## config.mk

```make
export PLATFORM = sky130hd
export DESIGN_NAME = leaf_uplink_rr_arbiter
export DESIGN_NICKNAME = d
export VERILOG_FILES = /design/src/rtl/leaf_uplink_rr_arbiter.sv
export SDC_FILE = /design/constraint.sdc
export NUM_CORES = 1
export LEC_CHECK = 0
export BUFFER_PORTS_ARGS = -buffer_cell sky130_fd_sc_hd__buf_2
export CORE_AREA = 2 2 179 181
export DETAILED_ROUTE_END_ITERATION = 7
export DIE_AREA = 0 0 181 183
export PLACE_DENSITY = 0.48
export SLEW_MARGIN = 30
export SYNTH_ARGS = -nofsm -noshare
export SYNTH_HDL_FRONTEND = slang
export SYNTH_SLANG_ARGS = --single-unit
export TNS_END_PERCENT = 10
```

## constraint.sdc

```tcl
create_clock -name clk -period 1.57 [get_ports clk]
set_input_delay 0 -clock clk [delete_from_list [all_inputs] [get_ports clk]]
set_output_delay 0 -clock clk [all_outputs]
set_load 0.03 [all_outputs]
```

## src/rtl/leaf_uplink_rr_arbiter.sv

```systemverilog
// -----------------------------------------------------------------------------
// leaf_uplink_rr_arbiter
//
// Purpose:
//   Merges the parent_tx message streams of NUM_LEAVES leaf decoders into a
//   single stream towards the root-hub up_rx port. Leaves are granted in fair
//   round-robin order. The merged word passes through one registered output
//   stage, and the index of the source leaf travels with it.
//
// Ports:
//   clk        in   single clock, all logic on posedge
//   reset      in   synchronous, active-high
//   in_data    in   leaf i occupies bits [i*DATA_WIDTH +: DATA_WIDTH]
//   in_valid   in   per-leaf valid
//   in_ready   out  per-leaf ready (combinational, at most one bit set)
//   out_data   out  registered merged message
//   out_valid  out  registered valid
//   out_ready  in   root-hub backpressure
//   out_src    out  leaf index of out_data, registered with it
//   stat_count out  per-leaf accepted-message counters, STAT_W bits each
//
// Configuration macro:
//   LEAF_UPLINK_STATS_EN - when defined, every leaf gets a saturating
//   counter of accepted handshakes. When undefined, stat_count is tied to 0
//   and no counter flops exist. Arbitration is identical in both builds.
// -----------------------------------------------------------------------------
module leaf_uplink_rr_arbiter #(
    parameter int NUM_LEAVES = 4,
    parameter int DATA_WIDTH = 64,
    parameter int STAT_W     = 32,
    localparam int SRC_W     = (NUM_LEAVES > 1) ? $clog2(NUM_LEAVES) : 1
) (
    input  logic                           clk,
    input  logic                           reset,
    input  logic [DATA_WIDTH*NUM_LEAVES-1:0] in_data,
    input  logic [NUM_LEAVES-1:0]          in_valid,
    output logic [NUM_LEAVES-1:0]          in_ready,
    output logic [DATA_WIDTH-1:0]          out_data,
    output logic                           out_valid,
    input  logic                           out_ready,
    output logic [SRC_W-1:0]               out_src,
    output logic [STAT_W*NUM_LEAVES-1:0]   stat_count
);

    logic [SRC_W-1:0]      rr_ptr_q, rr_ptr_d;
    logic [SRC_W-1:0]      src_q, src_d;
    logic [DATA_WIDTH-1:0] data_q, data_d;
    logic                  valid_q, valid_d;

    logic                  load;
    logic                  any_valid;
    logic [SRC_W-1:0]      winner;
    logic [DATA_WIDTH-1:0] leaf_data [NUM_LEAVES];

    // The output register can take a new word when it is empty or being drained.
    assign load      = !valid_q || out_ready;
    assign any_valid = |in_valid;

    genvar gi;
    generate
        for (gi = 0; gi < NUM_LEAVES; gi++) begin : gen_leaf
            assign leaf_data[gi] = in_data[gi*DATA_WIDTH +: DATA_WIDTH];
            // Only the winner sees ready; reset suppresses all grants.
            assign in_ready[gi]  = !reset && load && any_valid
                                   && (winner == SRC_W'(gi));
        end
    endgenerate

    // Round-robin search: scan from the farthest offset down to offset 0 so the
    // valid leaf closest to rr_ptr_q (in wrap-around order) is the last written.
    always_comb begin
        int idx;
        winner = '0;
        idx    = 0;
        for (int k = NUM_LEAVES - 1; k >= 0; k--) begin
            idx = int'(rr_ptr_q) + k;
            if (idx >= NUM_LEAVES) begin
                idx = idx - NUM_LEAVES;
            end
            if (in_valid[idx]) begin
                winner = SRC_W'(idx);
            end
        end
    end

    always_comb begin
        rr_ptr_d = rr_ptr_q;
        src_d    = src_q;
        data_d   = data_q;
        valid_d  = valid_q;
        if (load) begin
            if (any_valid) begin
                data_d   = leaf_data[winner];
                src_d    = winner;
                valid_d  = 1'b1;
                rr_ptr_d = (winner == SRC_W'(NUM_LEAVES - 1)) ? '0 : winner + 1'b1;
            end else begin
                // Empty cycle: drop valid but keep the last word and pointer.
                valid_d  = 1'b0;
            end
        end
    end

    always_ff @(posedge clk) begin
        if (reset) begin
            rr_ptr_q <= '0;
            src_q    <= '0;
            data_q   <= '0;
            valid_q  <= 1'b0;
        end else begin
            rr_ptr_q <= rr_ptr_d;
            src_q    <= src_d;
            data_q   <= data_d;
            valid_q  <= valid_d;
        end
    end

    assign out_data  = data_q;
    assign out_src   = src_q;
    assign out_valid = valid_q;

`ifdef LEAF_UPLINK_STATS_EN
    generate
        for (gi = 0; gi < NUM_LEAVES; gi++) begin : gen_stat
            logic [STAT_W-1:0] cnt_q;
            always_ff @(posedge clk) begin
                if (reset) begin
                    cnt_q <= '0;
                end else if (in_valid[gi] && in_ready[gi] && !(&cnt_q)) begin
                    // Saturate at all-ones rather than wrapping.
                    cnt_q <= cnt_q + 1'b1;
                end
            end
            assign stat_count[gi*STAT_W +: STAT_W] = cnt_q;
        end
    endgenerate
`else
    assign stat_count = '0;
`endif

endmodule

```

After elaboration in Yosys (flattened, before gate mapping)

Index checks and enable logic that the tools add are counted.

Output and inout port bits: 199
Bits in registers: 69
Memories: 0
Memory bits (writable): 0
Bits in latches: 0
Memory bits (read-only): 0
Input bits: 263
Logic and storage cells: 62

Equal/unequal tests: 3
Bitwise logic cells: 1
Div/mod/pow operators: 0
$add $sub $neg: 8
Order comparisons: 9
Shifts and indexed selects: 0
Reduce and logical (&&, ||, !) cells: 12
Multipliers: 0
Multiplexer cells: 25

Operators with widths:

| cell                                                                          | count |
|---|---|
| 64-bit binary-select mux with 2-bit select                                    | 1 |
| 32-bit by 4-bit less-than comparator with 1-bit output, second input constant | 4 |
| 32-bit 2-to-1 mux                                                             | 4 |
| 64-bit 2-to-1 mux                                                             | 2 |
| 3-bit >= comparator, second input constant                                    | 4 |
| 3-bit by 3-bit subtractor with 4-bit output, second input constant            | 3 |
| 2-bit 2-to-1 mux                                                              | 5 |
| 1-bit 2-to-1 mux                                                              | 9 |
| 1-bit binary-select mux with 2-bit select                                     | 4 |
| 2-bit by 2-bit adder with 3-bit output, second input constant                 | 2 |
| 1-bit logical AND                                                             | 6 |
| 2-bit equality test, second input constant                                    | 2 |
| 4-bit OR reduction                                                            | 1 |
| 2-bit by 3-bit subtractor with 4-bit output, second input constant            | 1 |
| 2-bit by 1-bit adder with 3-bit output, second input constant                 | 1 |
| 2-bit by 3-bit >= comparator with 1-bit output, second input constant         | 1 |
| 2-bit inverter with 3-bit output                                              | 1 |
| 2-bit by 1-bit adder with 2-bit output, second input constant                 | 1 |
| 2-bit by 1-bit equality test with 1-bit output, second input constant         | 1 |
| 1-bit logical NOT                                                             | 2 |
| 2-bit logical NOT                                                             | 1 |
| 2-bit AND reduction                                                           | 1 |
| 1-bit logical OR                                                              | 1 |

Depth between registers and ports, before layout

Word-level depth: 14
Gate-level depth with buffers: 8
Mapped depth without buffers: 5

Worst setup path before layout

No wires, ideal clock.

Kind: flip-flop to output port
From: register valid_q (netlist: out_valid)
To: output in_ready[0]
Setup slack: -0.149 ns
Stages on the path, launching flop included: 5
Buffers on the path: 1
Required time: 1.570 ns
Arrival: 1.719 ns
Cell sequence: dfxtp_1 > a21oi_4 > or3b_1 > clkbuf_1 > nor2_1

Word-level cells in the longest chain between the ends: 5

RTL lines:

| item                            | RTL line | source |
|---|---|---|
| start, declared                 | 48       | `logic valid_q, valid_d;` |
| start signal, assigned          | 114      | `valid_q <= valid_d;` |
| 1-bit logical NOT               | 56       | `assign load = !valid_q \|\| out_ready;` |
| 1-bit logical OR                | 56       |  |
| 1-bit logical AND (2 in series) | 64       | `assign in_ready[gi] = !reset && load && any_valid` |
| 1-bit logical AND               | 65       | `&& (winner == SRC_W'(gi));` |
| end, declared                   | 37       | `output logic [NUM_LEAVES-1:0] in_ready,` |

Every way passes these cells.

Worst setup path in the final report

From: register rr_ptr_q[0]
To: output in_ready[0]

Word-level cells in the longest chain between the ends: 12
Elaborated cells between the ends (all ways): 33
Those cells by class: add/sub: 7; order compare: 4; mux: 20; reduce/logical: 2

RTL lines:

| item                                                                               | RTL line | source |
|---|---|---|
| start, declared                                                                    | 45       | `logic [SRC_W-1:0] rr_ptr_q, rr_ptr_d;` |
| start signal, assigned                                                             | 111      | `rr_ptr_q <= rr_ptr_d;` |
| 2-bit by 2-bit adder with 3-bit output                                             | 76       | `idx = int'(rr_ptr_q) + k;` |
| 3-bit by 3-bit subtractor with 4-bit output or 3-bit >= comparator (tied branches) | 78, 77   |  |
| 32-bit 2-to-1 mux                                                                  | 77       | `if (idx >= NUM_LEAVES) begin` |
| 1-bit binary-select mux with 2-bit select                                          | 80       | `if (in_valid[idx]) begin` |
| 1-bit 2-to-1 mux (not written as such) (2 in series)                               | 80       |  |
| 2-bit 2-to-1 mux (3 in series)                                                     | 80       |  |
| 2-bit 2-to-1 mux *                                                                 | 80       |  |
| 2-bit logical NOT *                                                                | 65       |  |
| 1-bit logical AND *                                                                | 65       |  |

Mark *: on every way between the ends. The rest lies on a longest branch, timed or not. The select of a mux whose other input is x is not followed.

==> impl_metrics.csv <==
group,metric,value,unit
synthesis,synth_top_area_share,28.3,%
sta,post-route-period-util,116,%
run,drv_cap,0,
sta,fin_ws,-0.247,ns
place,dpl.hpwl,13900,um
clocking,htreeDepth,3,
final_layout,fin_nets,1375,
global_route,track_usage,12.9,%
final_layout,drive_gt1_share,41.2,%
outcome,violations,"setup timing",
clocking,cts_made_buffers,9,
final_layout,n_fill_cell,3090,
power,vdd_drop_max,0.527,mV
synthesis,ys_seq_elements,69,
final_layout,stdcell_count,1519,
synthesis,synth_compound_area_share,12.8,%
worst_setup_path,crit_arrival,1.82,ns
hold_path,hold_path_class,"input port to flip-flop",
place,routabilityCongestion,0.784,
routing,postRouteAntennaNets,0,
outcome,status,"complete, but fails checks",
place,io_buffers,333,
sta,finClkSkew,0.0130,ns
synthesis,synth_top_cell_by_area,"dfxtp_1",
global_route,grt_max_degree,37,
final_layout,regArea,0.00139,sq mm
routing,firstDrtPassIters,4,
sta,setup_viol,68,
clocking,clock_latency,0.34,ns
power,swShare,39.5,%
synthesis,synthCells,523,
synthesis,yosys.area_share.simple,7.26,%
power,pwr-share-comb,49.7,%
synthesis,yosys_warnings,0,
sta,fmax,550,MHz
final_layout,final_design_area_no_fill,0.00996,sq mm
worst_setup_path,criticalPathCategory,"flip-flop to output pin",
clocking,cts_tree,"yes",
synthesis,synthMuxAreaShare,26.7,%
routing,drc,0,
final_layout,multiInputGateArea,0.00305,sq mm
die,start_util,15.6,%
die,die_w,181,um
global_route,grt_antenna_before_repair,0,
power,leakagePower,4.76,nW
sta,min_period,1.82,ns
sta,rsz0062_at_grt,"yes",
synthesis,synthTopCellsByArea,"dfxtp_1, mux2i_1, buf_4",
global_route,grt_pass1_vias,6170,
synthesis,synthDistinctLibCells,25,
worst_setup_path,endpoint_kind,"output pin",
synthesis,yosysSeqAreaShare,28.3,%
power,power.share.clock,24.9,%
synthesis,synth_top_family_by_area,"multiplexers",
power,power_switching,0.00344,W
die,die_area,0.0331,sq mm
place,preCtsSetupSlack,-0.222,ns
power,p_seq_share,25.4,%
power,internal_power,0.00528,W
clocking,clock-sinks,69,
die,coreArea,0.0312,sq mm
synthesis,synth_fa_ha_area_share,0,%
sta,final-max-slew-violation-count,0,
final_layout,antenna_cells,0,
die,die_h,183,um
final_layout,area_growth,104,%
worst_setup_path,required,1.57,ns
die,ios,462,
final_layout,post-route-util,31.9,%
die,rows,65,
clocking,cts_max_path_buffers,2,
sta,finalHoldViolations,0,
global_route,gr-total-overflow,0,
place,placed_cell_area,0.00672,sq mm
synthesis,synth-xor-area-share,0.180,%
worst_setup_path,cp_max_fo,3,
routing,wl_per_cell,15.1,um
routing,wirelength,23000,um
worst_setup_path,cp-start-kind,"flip-flop",
global_route,grt_pass1_wl,32900,um
routing,via_per_inst,3.92,
power,p_total,0.00873,W
worst_setup_path,crit_slowest_cell,"or3b_4",
routing,vias,5959,
place,placed_cells_incl_taps,1256,
routing,drt-initial-drc-count,130,
synthesis,syn-mean-instance-area,9.32,sq um
worst_setup_path,max_stage_delay,0.41,ns
worst_setup_path,worstPathCellList,"nand2b_4, a21oi_2, nor3_2, or3b_4, buf_12, nor2_4, buf_6",
clocking,cts.clk_slew.worst_paths,0.06,ns
synthesis,netlist_area,0.00487,sq mm
clocking,root_buffer,"clkbuf_16",
power,power_density,876,mW/mm^2
==> registers in the layout (all words and copies together) (netlist names) <==
name,flops
out_data,64
out_src,2
rr_ptr_q,2
out_valid,1
==> through the flow <==
step	TNS, ns	hold WS [ns]
finish	-10.21	0.00902
global placement	-5.87	0.300
detailed placement	-6.48	0.308
floorplan	-0.336	0.183
global route	-14.52	0.00794
CTS	-10.05	0.000188
==> synthesized netlist by cell type (all sizes together) <==
library cell    n
clkbuf         13
buf           151
nor3            1
nand3b          1
o32a            1
conb            1
nand2          65
a21oi           4
or3b            1
inv             2
o21a            1
xnor2           1
nor2           10
mux2i         130
o221ai         64
nand2b          2
dfxtp          69
nor2b           3
a211oi          2
nor4            1
==> critical path, delay by kind of cell (launching register included) <==
family	cells	cell delay [ns]
simple gates	4	0.70
flops	1	0.36
buf+inv	2	0.29
compound gates	1	0.12
==> power by group through the flow <==
stage                     clock (W)  sequential (W)  combinational (W)
after floorplan                   0         0.00281            0.00186
after global placement            0         0.00224            0.00325
after detailed placement          0         0.00224            0.00326
after CTS                   0.00229         0.00221            0.00411
after global routing        0.00234         0.00225            0.00457
final                       0.00218         0.00222            0.00434
==> cell usage in the layout (no fill, tap or decap), types with 2 or more instances in the layout <==
master         instances
nor2_4                 4
buf_12                11
dfxtp_4                2
buf_6                 21
a211oi_1               2
o221ai_1              47
buf_4                 17
mux2i_1              108
dlygate4sd3_1        227
buf_16                 5
dfxtp_1               66
mux2i_2               20
o221ai_2              17
clkbuf_16              9
buf_8                  5
nor2_1                 5
clkinvlp_4             2
mux2i_4                2
a21oi_1                2
inv_6                  2
nand2_1               65
nor2b_4                2
buf_2                329
conb_1               128
==> routing by layer <==
| metal | share of wire (%) | GRT usage (%) |
|---|---|---|
| met1 | 36 | 12.9 |
| met2 | 54 | 24.5 |
| met3 | 6.6 | 3.26 |
| met4 | 3.5 | 7.09 |
| met5 | 0 | 0 |
==> path summary, 6_finish.rpt <==
path                    start            to  slack [ns]  cells after the start
setup reg to reg  rr_ptr_q[0]  out_data[40]       -0.24                      8
setup / recovery  rr_ptr_q[0]   in_ready[0]       -0.25                      7
hold reg to reg   out_data[5]   out_data[5]        0.46                      2
hold / removal    in_data[79]  out_data[15]       0.009                      3
==> what timing repair did <==
action | in CTS | in global routing
setup endpoints to repair | 67 | 69
hold buffers | 227 | 0
endpoints found under the hold margin | 68 | 0
cloned | 5 | 0
resized for setup | 50 | 49
pin swaps | 11 | 9
buffers inserted | 13 | 2
==> final cells by class <==
type                    instances  share of cell area, %
clock inverters                 6                  0.716
well taps                     402                   5.05
clock buffers                  10                   2.30
repair buffers                615                   47.3
inverters                       2                 0.0753
flip-flops and latches         69                   14.0
multi-input cells             415                   30.6
==> logic make-up after synthesis <==
kind of cell	count (synthesis)
buf+inv	166
simple gates	84
flops	69
mux	130
compound gates	72
xor+xnor	1
other cells	1
Power figures use the tool's default switching activity.
